<file path="config.mk">
export PLATFORM = sky130hd
export DESIGN_NAME = interrupt_controller
export DESIGN_NICKNAME = d
export VERILOG_FILES = /design/src/rtl/interrupt_controller.sv
export SDC_FILE = /design/constraint.sdc
export NUM_CORES = 1
export LEC_CHECK = 0
export ABC_AREA = 1
export CORE_MARGIN = 2
export CORE_UTILIZATION = 40
export DETAILED_ROUTE_END_ITERATION = 6
export PLACE_DENSITY_LB_ADDON = 0.15
export REMOVE_ABC_BUFFERS = 1
export SLEW_MARGIN = 25
export SYNTH_ARGS = -nofsm -noshare
export SYNTH_HDL_FRONTEND = slang
export SYNTH_SLANG_ARGS = --single-unit
</file>
<file path="constraint.sdc">
create_clock -name clk -period 1.3 [get_ports clk]
set_input_delay 0.26 -clock clk [delete_from_list [all_inputs] [get_ports clk]]
set_output_delay 0.26 -clock clk [all_outputs]
set_load 0.03 [all_outputs]
</file>
<file path="src/rtl/interrupt_controller.sv">
// -----------------------------------------------------------------------------
// interrupt_controller
//
// This block starts the CPU interrupt handshake. It detects rising edges on
// int_pin and raises `interrupt` to the control unit. The request stays high
// until the control unit acknowledges with interrupt_save. The block then
// tracks the in-service state until RTI (restore_flags). It also keeps a
// shadow copy of the Z/N/C/V flags, captured on save_flags.
//
// Optional build macro: INT_SYNC_EN
//   defined   : int_pin passes through a SYNC_STAGES flip-flop synchronizer
//               (reset to 1) before edge detect. Request latency is
//               SYNC_STAGES+1 cycles.
//   undefined : int_pin is treated as synchronous to clk. Request latency is
//               1 cycle.
//
// Parameters:
//   ACK_TIMEOUT  number of REQ cycles without an ack before ack_timeout sets
//                (1..255)
//   SYNC_STAGES  synchronizer depth, used only with INT_SYNC_EN (>= 2)
//
// Ports:
//   clk            in   system clock, rising edge
//   rst            in   synchronous active-high reset
//   int_pin        in   external interrupt line, rising-edge triggered
//   int_en         in   global enable; 0 blocks new requests (pending kept)
//   interrupt_save in   control unit ack, context save in progress
//   save_flags     in   capture {z,n,c,v} into the shadow register
//   restore_flags  in   RTI executing, ends service
//   z/n/c/v_flag   in   current flags from the flags register
//   status_clr     in   clears the sticky status bits
//   interrupt      out  request to the control unit
//   in_service     out  handler running
//   saved_flags    out  shadow {z,n,c,v}
//   int_lost       out  sticky: an edge was merged or dropped
//   ack_timeout    out  sticky: request left unacknowledged for ACK_TIMEOUT cycles
// -----------------------------------------------------------------------------
module interrupt_controller #(
  parameter int ACK_TIMEOUT = 16,
  parameter int SYNC_STAGES = 2
) (
  input  logic       clk,
  input  logic       rst,
  input  logic       int_pin,
  input  logic       int_en,
  input  logic       interrupt_save,
  input  logic       save_flags,
  input  logic       restore_flags,
  input  logic       z_flag,
  input  logic       n_flag,
  input  logic       c_flag,
  input  logic       v_flag,
  input  logic       status_clr,
  output logic       interrupt,
  output logic       in_service,
  output logic [3:0] saved_flags,
  output logic       int_lost,
  output logic       ack_timeout
);

  typedef enum logic [1:0] {
    ST_IDLE    = 2'd0,
    ST_REQ     = 2'd1,
    ST_SERVICE = 2'd2
  } state_t;

  localparam logic [7:0] TIMEOUT_VAL = 8'(ACK_TIMEOUT);

  state_t     r_state;
  state_t     w_state_next;
  logic       w_pin_s;
  logic       r_pin_prev;
  logic       w_edge;
  logic       r_pending;
  logic       w_pending_next;
  logic [7:0] r_cnt;
  logic [7:0] w_cnt_next;
  logic       w_cnt_hit;
  logic       w_lost_set;
  logic       w_to_set;
  logic       r_int_lost;
  logic       r_ack_timeout;
  logic [3:0] r_saved_flags;

`ifdef INT_SYNC_EN
  // The synchronizer resets to 1. A pin that is already high when reset is
  // released therefore looks like a steady level, not a new edge.
  logic [SYNC_STAGES-1:0] r_sync;

  always_ff @(posedge clk) begin
    if (rst) begin
      r_sync <= '1;
    end else begin
      r_sync <= {r_sync[SYNC_STAGES-2:0], int_pin};
    end
  end

  assign w_pin_s = r_sync[SYNC_STAGES-1];
`else
  assign w_pin_s = int_pin;
`endif

  assign w_edge = w_pin_s & ~r_pin_prev;

  // This cycle's no-ack REQ cycle is the one that brings the count to the
  // limit. The count saturates, so the comparison stays true once reached.
  assign w_cnt_hit = (r_cnt >= (TIMEOUT_VAL - 8'd1));

  always_comb begin
    w_state_next   = r_state;
    w_pending_next = r_pending;
    w_cnt_next     = r_cnt;
    w_lost_set     = 1'b0;
    w_to_set       = 1'b0;

    case (r_state)
      ST_IDLE: begin
        if (int_en && (w_edge || r_pending)) begin
          // A fresh edge is consumed directly. A latched pending request is
          // consumed as well. If both arrive together they become one request.
          w_state_next   = ST_REQ;
          w_pending_next = 1'b0;
          w_cnt_next     = 8'd0;
          w_lost_set     = w_edge & r_pending;
        end else if (w_edge) begin
          w_pending_next = 1'b1;
          w_lost_set     = r_pending;
        end
      end

      ST_REQ: begin
        // An edge during REQ is folded into the request already outstanding.
        w_lost_set = w_edge;
        if (interrupt_save) begin
          w_state_next = ST_SERVICE;
          w_cnt_next   = 8'd0;
        end else if (w_cnt_hit) begin
          w_cnt_next = TIMEOUT_VAL;
          w_to_set   = 1'b1;
        end else begin
          w_cnt_next = r_cnt + 8'd1;
        end
      end

      ST_SERVICE: begin
        if (w_edge) begin
          w_pending_next = 1'b1;
          w_lost_set     = r_pending;
        end
        if (restore_flags) begin
          w_state_next = ST_IDLE;
        end
      end

      default: begin
        w_state_next = ST_IDLE;
      end
    endcase
  end

  always_ff @(posedge clk) begin
    if (rst) begin
      r_state       <= ST_IDLE;
      r_pin_prev    <= 1'b1;
      r_pending     <= 1'b0;
      r_cnt         <= 8'd0;
      r_int_lost    <= 1'b0;
      r_ack_timeout <= 1'b0;
      r_saved_flags <= 4'b0000;
    end else begin
      r_state       <= w_state_next;
      r_pin_prev    <= w_pin_s;
      r_pending     <= w_pending_next;
      r_cnt         <= w_cnt_next;
      // A set event takes priority over a clear in the same cycle.
      r_int_lost    <= w_lost_set | (r_int_lost & ~status_clr);
      r_ack_timeout <= w_to_set | (r_ack_timeout & ~status_clr);
      if (save_flags) begin
        r_saved_flags <= {z_flag, n_flag, c_flag, v_flag};
      end
    end
  end

  assign interrupt   = (r_state == ST_REQ);
  assign in_service  = (r_state == ST_SERVICE);
  assign saved_flags = r_saved_flags;
  assign int_lost    = r_int_lost;
  assign ack_timeout = r_ack_timeout;

endmodule
</file>
**Word level (Yosys, flattened, before mapping)**

Index checks and enable logic that the tools add are counted.

- Bits of input ports: 12
- Bits in registers: 18
- Word-level logic and storage cells: 46
- Output and inout port bits: 8

- Magnitude comparators: 1
- Bitwise gates (word level): 8
- Reductions and logical operators: 7
- $add $sub $neg: 1
- Eq/ne operators: 5
- Multiplexer cells: 17

Operators by type and width:

| kind | number |
|---|---|
| $mux 8 | 3 |
| $pmux 8 s2 | 1 |
| $add 8x1->8 const B | 1 |
| $ge 8x4->1 const B | 1 |
| $mux 1 | 7 |
| $mux 2 | 3 |
| $ne 2x2->1 const B | 3 |
| $pmux 2 s3 | 1 |
| $and 1x1->1 | 4 |
| $reduce_bool 2->1 | 2 |
| $pmux 1 s3 | 1 |
| $reduce_and 3->1 | 1 |
| $eq 2x1->1 const B | 1 |
| $eq 2x2->1 const B | 1 |
| $logic_not 2->1 | 1 |
| $not 1->1 | 2 |
| $or 1x1->1 | 2 |
| $pmux 1 s2 | 1 |
| $reduce_and 2->1 | 1 |
| $logic_and 1x1->1 | 1 |
| $logic_or 1x1->1 | 1 |

**Depth between registers and ports, before layout**

- Depth after elaboration: 7
- Depth in mapped cells: 9
- Depth with buffers taken out: 9

**Least setup slack after synthesis**

No wires, ideal clock.

- Path type: flip-flop to flip-flop
- Start point: reg r_state[1]
- End point: reg r_state[1]
- Setup time: 71 ps
- Setup slack: 132 ps
- Path buffers: 0
- Cell stages (with the launch flop): 5
- Period minus slack after synthesis: 1168 ps
- Data required time: 1229 ps
- Arrival time: 1098 ps
- Cell sequence: dfxtp_1 -> inv_1 -> nor2_1 -> nand2_1 -> a21oi_1

- Cells in the longest elaborated chain, start to end: 3
- Elaborated cells on any way between the ends: 8
- Those cells by class: eq/ne: 5; mux: 1; reduce/logical: 2

Ends and longest elaborated chain:

| what | RTL line | text |
|---|---|---|
| from (decl) | 69 | `state_t r_state;` |
| from (signal assigned) | 171 | `r_state <= w_state_next;` |
| $eq 2x2->1 (*) | -- |  |
| net in_service | 55 | `output logic in_service,` |
| $ne 2x2->1 (no source line) | -- |  |
| $reduce_and 3->1 (no source line) | -- |  |

The timed path passes the listed nets; every way through them passes the cells marked *.
A chain may end at the register's enable or synchronous reset.

**Worst setup path in the final report**

- Start point: reg r_saved_flags[2], in the netlist saved_flags[2]
- End point: out saved_flags[2]

RTL lines:

| what | RTL line | text |
|---|---|---|
| from (decl) | 83 | `logic [3:0] r_saved_flags;` |
| from (signal assigned) | 179 | `r_saved_flags <= {z_flag, n_flag, c_flag, v_flag};` |
| to (decl) | 56 | `output logic [3:0] saved_flags,` |

No word-level cell between the ends.

==> results.sh <==
export IMPL_worstHoldPathType="flip-flop to flip-flop"
export IMPL_p_clk_share_pct=27.4
export IMPL_syn_to_final_growth_pct=33.0
export IMPL_setup_ws_ps=40.9
export IMPL_globalRouteOverflowTotal=0
export IMPL_vdd_ir_drop_max_mv=0.535
export IMPL_drive_above_1_share_pct=18.2
export IMPL_grt_max_degree=10
export IMPL_yosys_area_top_type="dfxtp_1"
export IMPL_num_rows=15
export IMPL_yosys_warnings=0
export IMPL_whs_ps=443
export IMPL_synth_top_cell_area_share_pct=46.8
export IMPL_crit_slowest_cell="clkdlybuf4s15_1"
export IMPL_antenna_found_initial=0
export IMPL_place_congestion=0.779
export IMPL_h_tree_depth=1
export IMPL_synth_commonest_cells="nand2_1 (27), nor2_1 (20), dfxtp_1 (18)"
export IMPL_netlist_instances=109
export IMPL_synth_area_per_cell_sq_um=7.07
export IMPL_numCtsBuffers=3
export IMPL_drv_slew=0
export IMPL_crit_chain="clkdlybuf4s15_1"
export IMPL_fin_skew_ps=8.89
export IMPL_crit_fanout=2
export IMPL_worst_pin_slew_ps=311
export IMPL_cts_tree="yes"
export IMPL_layout_min_cycle_time_ps=1260
export IMPL_ant_nets=0
export IMPL_cts_buffer_depth=2
export IMPL_worst_path_buf_inv=1
export IMPL_gr_usage_all_layers_pct=16.8
export IMPL_antenna_cells=0
export IMPL_cts_num_sinks=18
export IMPL_slew_headroom_pct=79.3
export IMPL_yosysMostFrequentCell="nand2_1"
export IMPL_power_density_nw_per_um2=952
export IMPL_clk_latency_ps=290
export IMPL_worstSetupPathType="flip-flop to output port"
export IMPL_rsz0062_at_grt="true"
export IMPL_worst_path_stages=1
export IMPL_dp_hpwl_mm=1.22
export IMPL_synth_area_sq_um=771
export IMPL_drtIter0Drc=8
export IMPL_io_buffers=19
export IMPL_start_util_pct=43.7
export IMPL_synthTopCellsByArea="dfxtp_1 (47%), nand2_1 (13%), nor2_1 (9.7%)"
export IMPL_grt_pass1_wl_mm=2.69
export IMPL_hold_viol_final=0
export IMPL_reg2reg_depth=7
export IMPL_ys_flop_type="dfxtp_1"
export IMPL_vias=727
export IMPL_drv_cap=0
export IMPL_synth_cell_type_count=19
export IMPL_finalCritPeriodShare_pct=96.9
export IMPL_start_kind="flip-flop"
export IMPL_power_uw=976
export IMPL_viasPerCell=4.63
export IMPL_dieArea_sq_um=2290
export IMPL_max_stage_delay_ps=370
export IMPL_die_height_microns=47.9
export IMPL_fmax_mhz=794
export IMPL_worst_setup_path_end_kind="output port"
export IMPL_cp_top_family="buffers and inverters"
export IMPL_sw_frac_of_total_pct=24.9
export IMPL_intPower_uw=733
export IMPL_core_sq_um=1760
export IMPL_firstDrtPassIters=4
export IMPL_cts_clk_slew_worst_paths_ps=100
export IMPL_route_detailed_drc=0
export IMPL_routedWlPerCell_microns=10.2
export IMPL_status="finished clean"
export IMPL_dieWidth_microns=47.9
export IMPL_p_seq_share_pct=58.4
export IMPL_comb_power_share_pct=14.2
export IMPL_cp_required_ps=1040
export IMPL_switchingPower_uw=243
export IMPL_hold_depth=2
export IMPL_leakagePower_uw=0.000442
export IMPL_wl_mm=1.60
export IMPL_ys_seq_area_share_pct=46.8
export IMPL_synth_edf_count=0
export IMPL_ys_seq_elements=18
export IMPL_io_pins=20
export IMPL_root_buffer="clkbuf_4"
export IMPL_fin_nets=147
export IMPL_synthArstFlopShare_pct=0
export IMPL_dp_slack_ps=-160
export IMPL_grt_pass1_vias=696
export IMPL_arrival_ps=1000
export IMPL_setup_violations=0
-- power by group through the flow --
stage,registers [uW],logic (uW),clock network (uW)
6_report,570,138,267
5_1_grt,572,153,305
4_1_cts,571,137,280
3_5_place_dp,584,140,0
3_3_place_gp,584,138,0
2_1_floorplan,601,48.7,0
-- cell type report --
cell class              count  area [sq um]
fillers                   176           739
multi-input cells          74           347
well taps                  25          31.3
flip-flops and latches     18           365
clock buffers               3          22.5
inverters                  16          62.6
repair buffers             21           196
-- registers in the layout, summed over array words and instances (netlist names) --
signal       flops
r_state          2
r_pending        1
saved_flags      4
r_cnt            8
r_pin_prev       1
ack_timeout      1
int_lost         1
-- repair_timing --
action | 4_1_cts | 5_1_grt
pin swaps | 1 | 2
buffers inserted | 1 | 0
hold buffers | 0 | 0
setup endpoints to repair | 8 | 10
cloned | 0 | 0
gates resized for setup | 10 | 13
-- logic make-up (layout without fill, tap and decap cells) --
kind of cell / after synthesis / after routing / share of synthesized area [%]
simple gates: 58 / 58 / 32.6
flops: 18 / 18 / 46.8
buf+inv: 17 / 40 / 8.60
compound gates: 15 / 15 / 10.4
fa+ha+maj: 1 / 1 / 1.62
-- worst min-delay path: stages (launching register included) --
cell	delay, ps
dfxtp_1	320
nand2_1	60
nor2_1	30
-- cells in the final DEF, fill, tap and decap left out, drive strengths merged --
cell	instances
nand2	28
nor2	23
dfxtp	18
inv	16
clkdlybuf4s50	11
a21oi	9
clkbuf	6
o21ai	5
buf	4
nand4	3
nand3	3
clkdlybuf4s15	3
or2	1
a31oi	1
ha	1
-- through the flow --
step | instance area, sq um | cells | TNS (ps) | util [%]
after floorplan | 767 | 108 | 0 | -
after global placement | 991 | 153 | -589 | 56.2
after detailed placement | 991 | 153 | -928 | 56.2
after CTS | 1020 | 157 | 0 | 57.8
after global routing | 1020 | 157 | -24.8 | 58.1
final | 1020 | 157 | 0 | 58.1
-- final timing paths --
| path | slack, ps | end | startpoint |
|---|---|---|---|
| worst max-delay path | 40 | saved_flags[2] | saved_flags[2] |
| worst min-delay path | 440 | r_cnt[7] | r_cnt[7] |
| worst max register to register | 110 | r_cnt[4] | r_state[0] |
| worst min register to register | 440 | r_cnt[7] | r_cnt[7] |
-- layer usage --
metal	vias to the layer above	part of all wire [%]	global-route usage [%]
met3	5	5.8	3.77
li1	386	-	-
met5	-	0	0
met4	0	2.4	8.11
met2	22	44	28.0
met1	314	47	20.5
No activity file was read; power rests on OpenSTA's default activity.
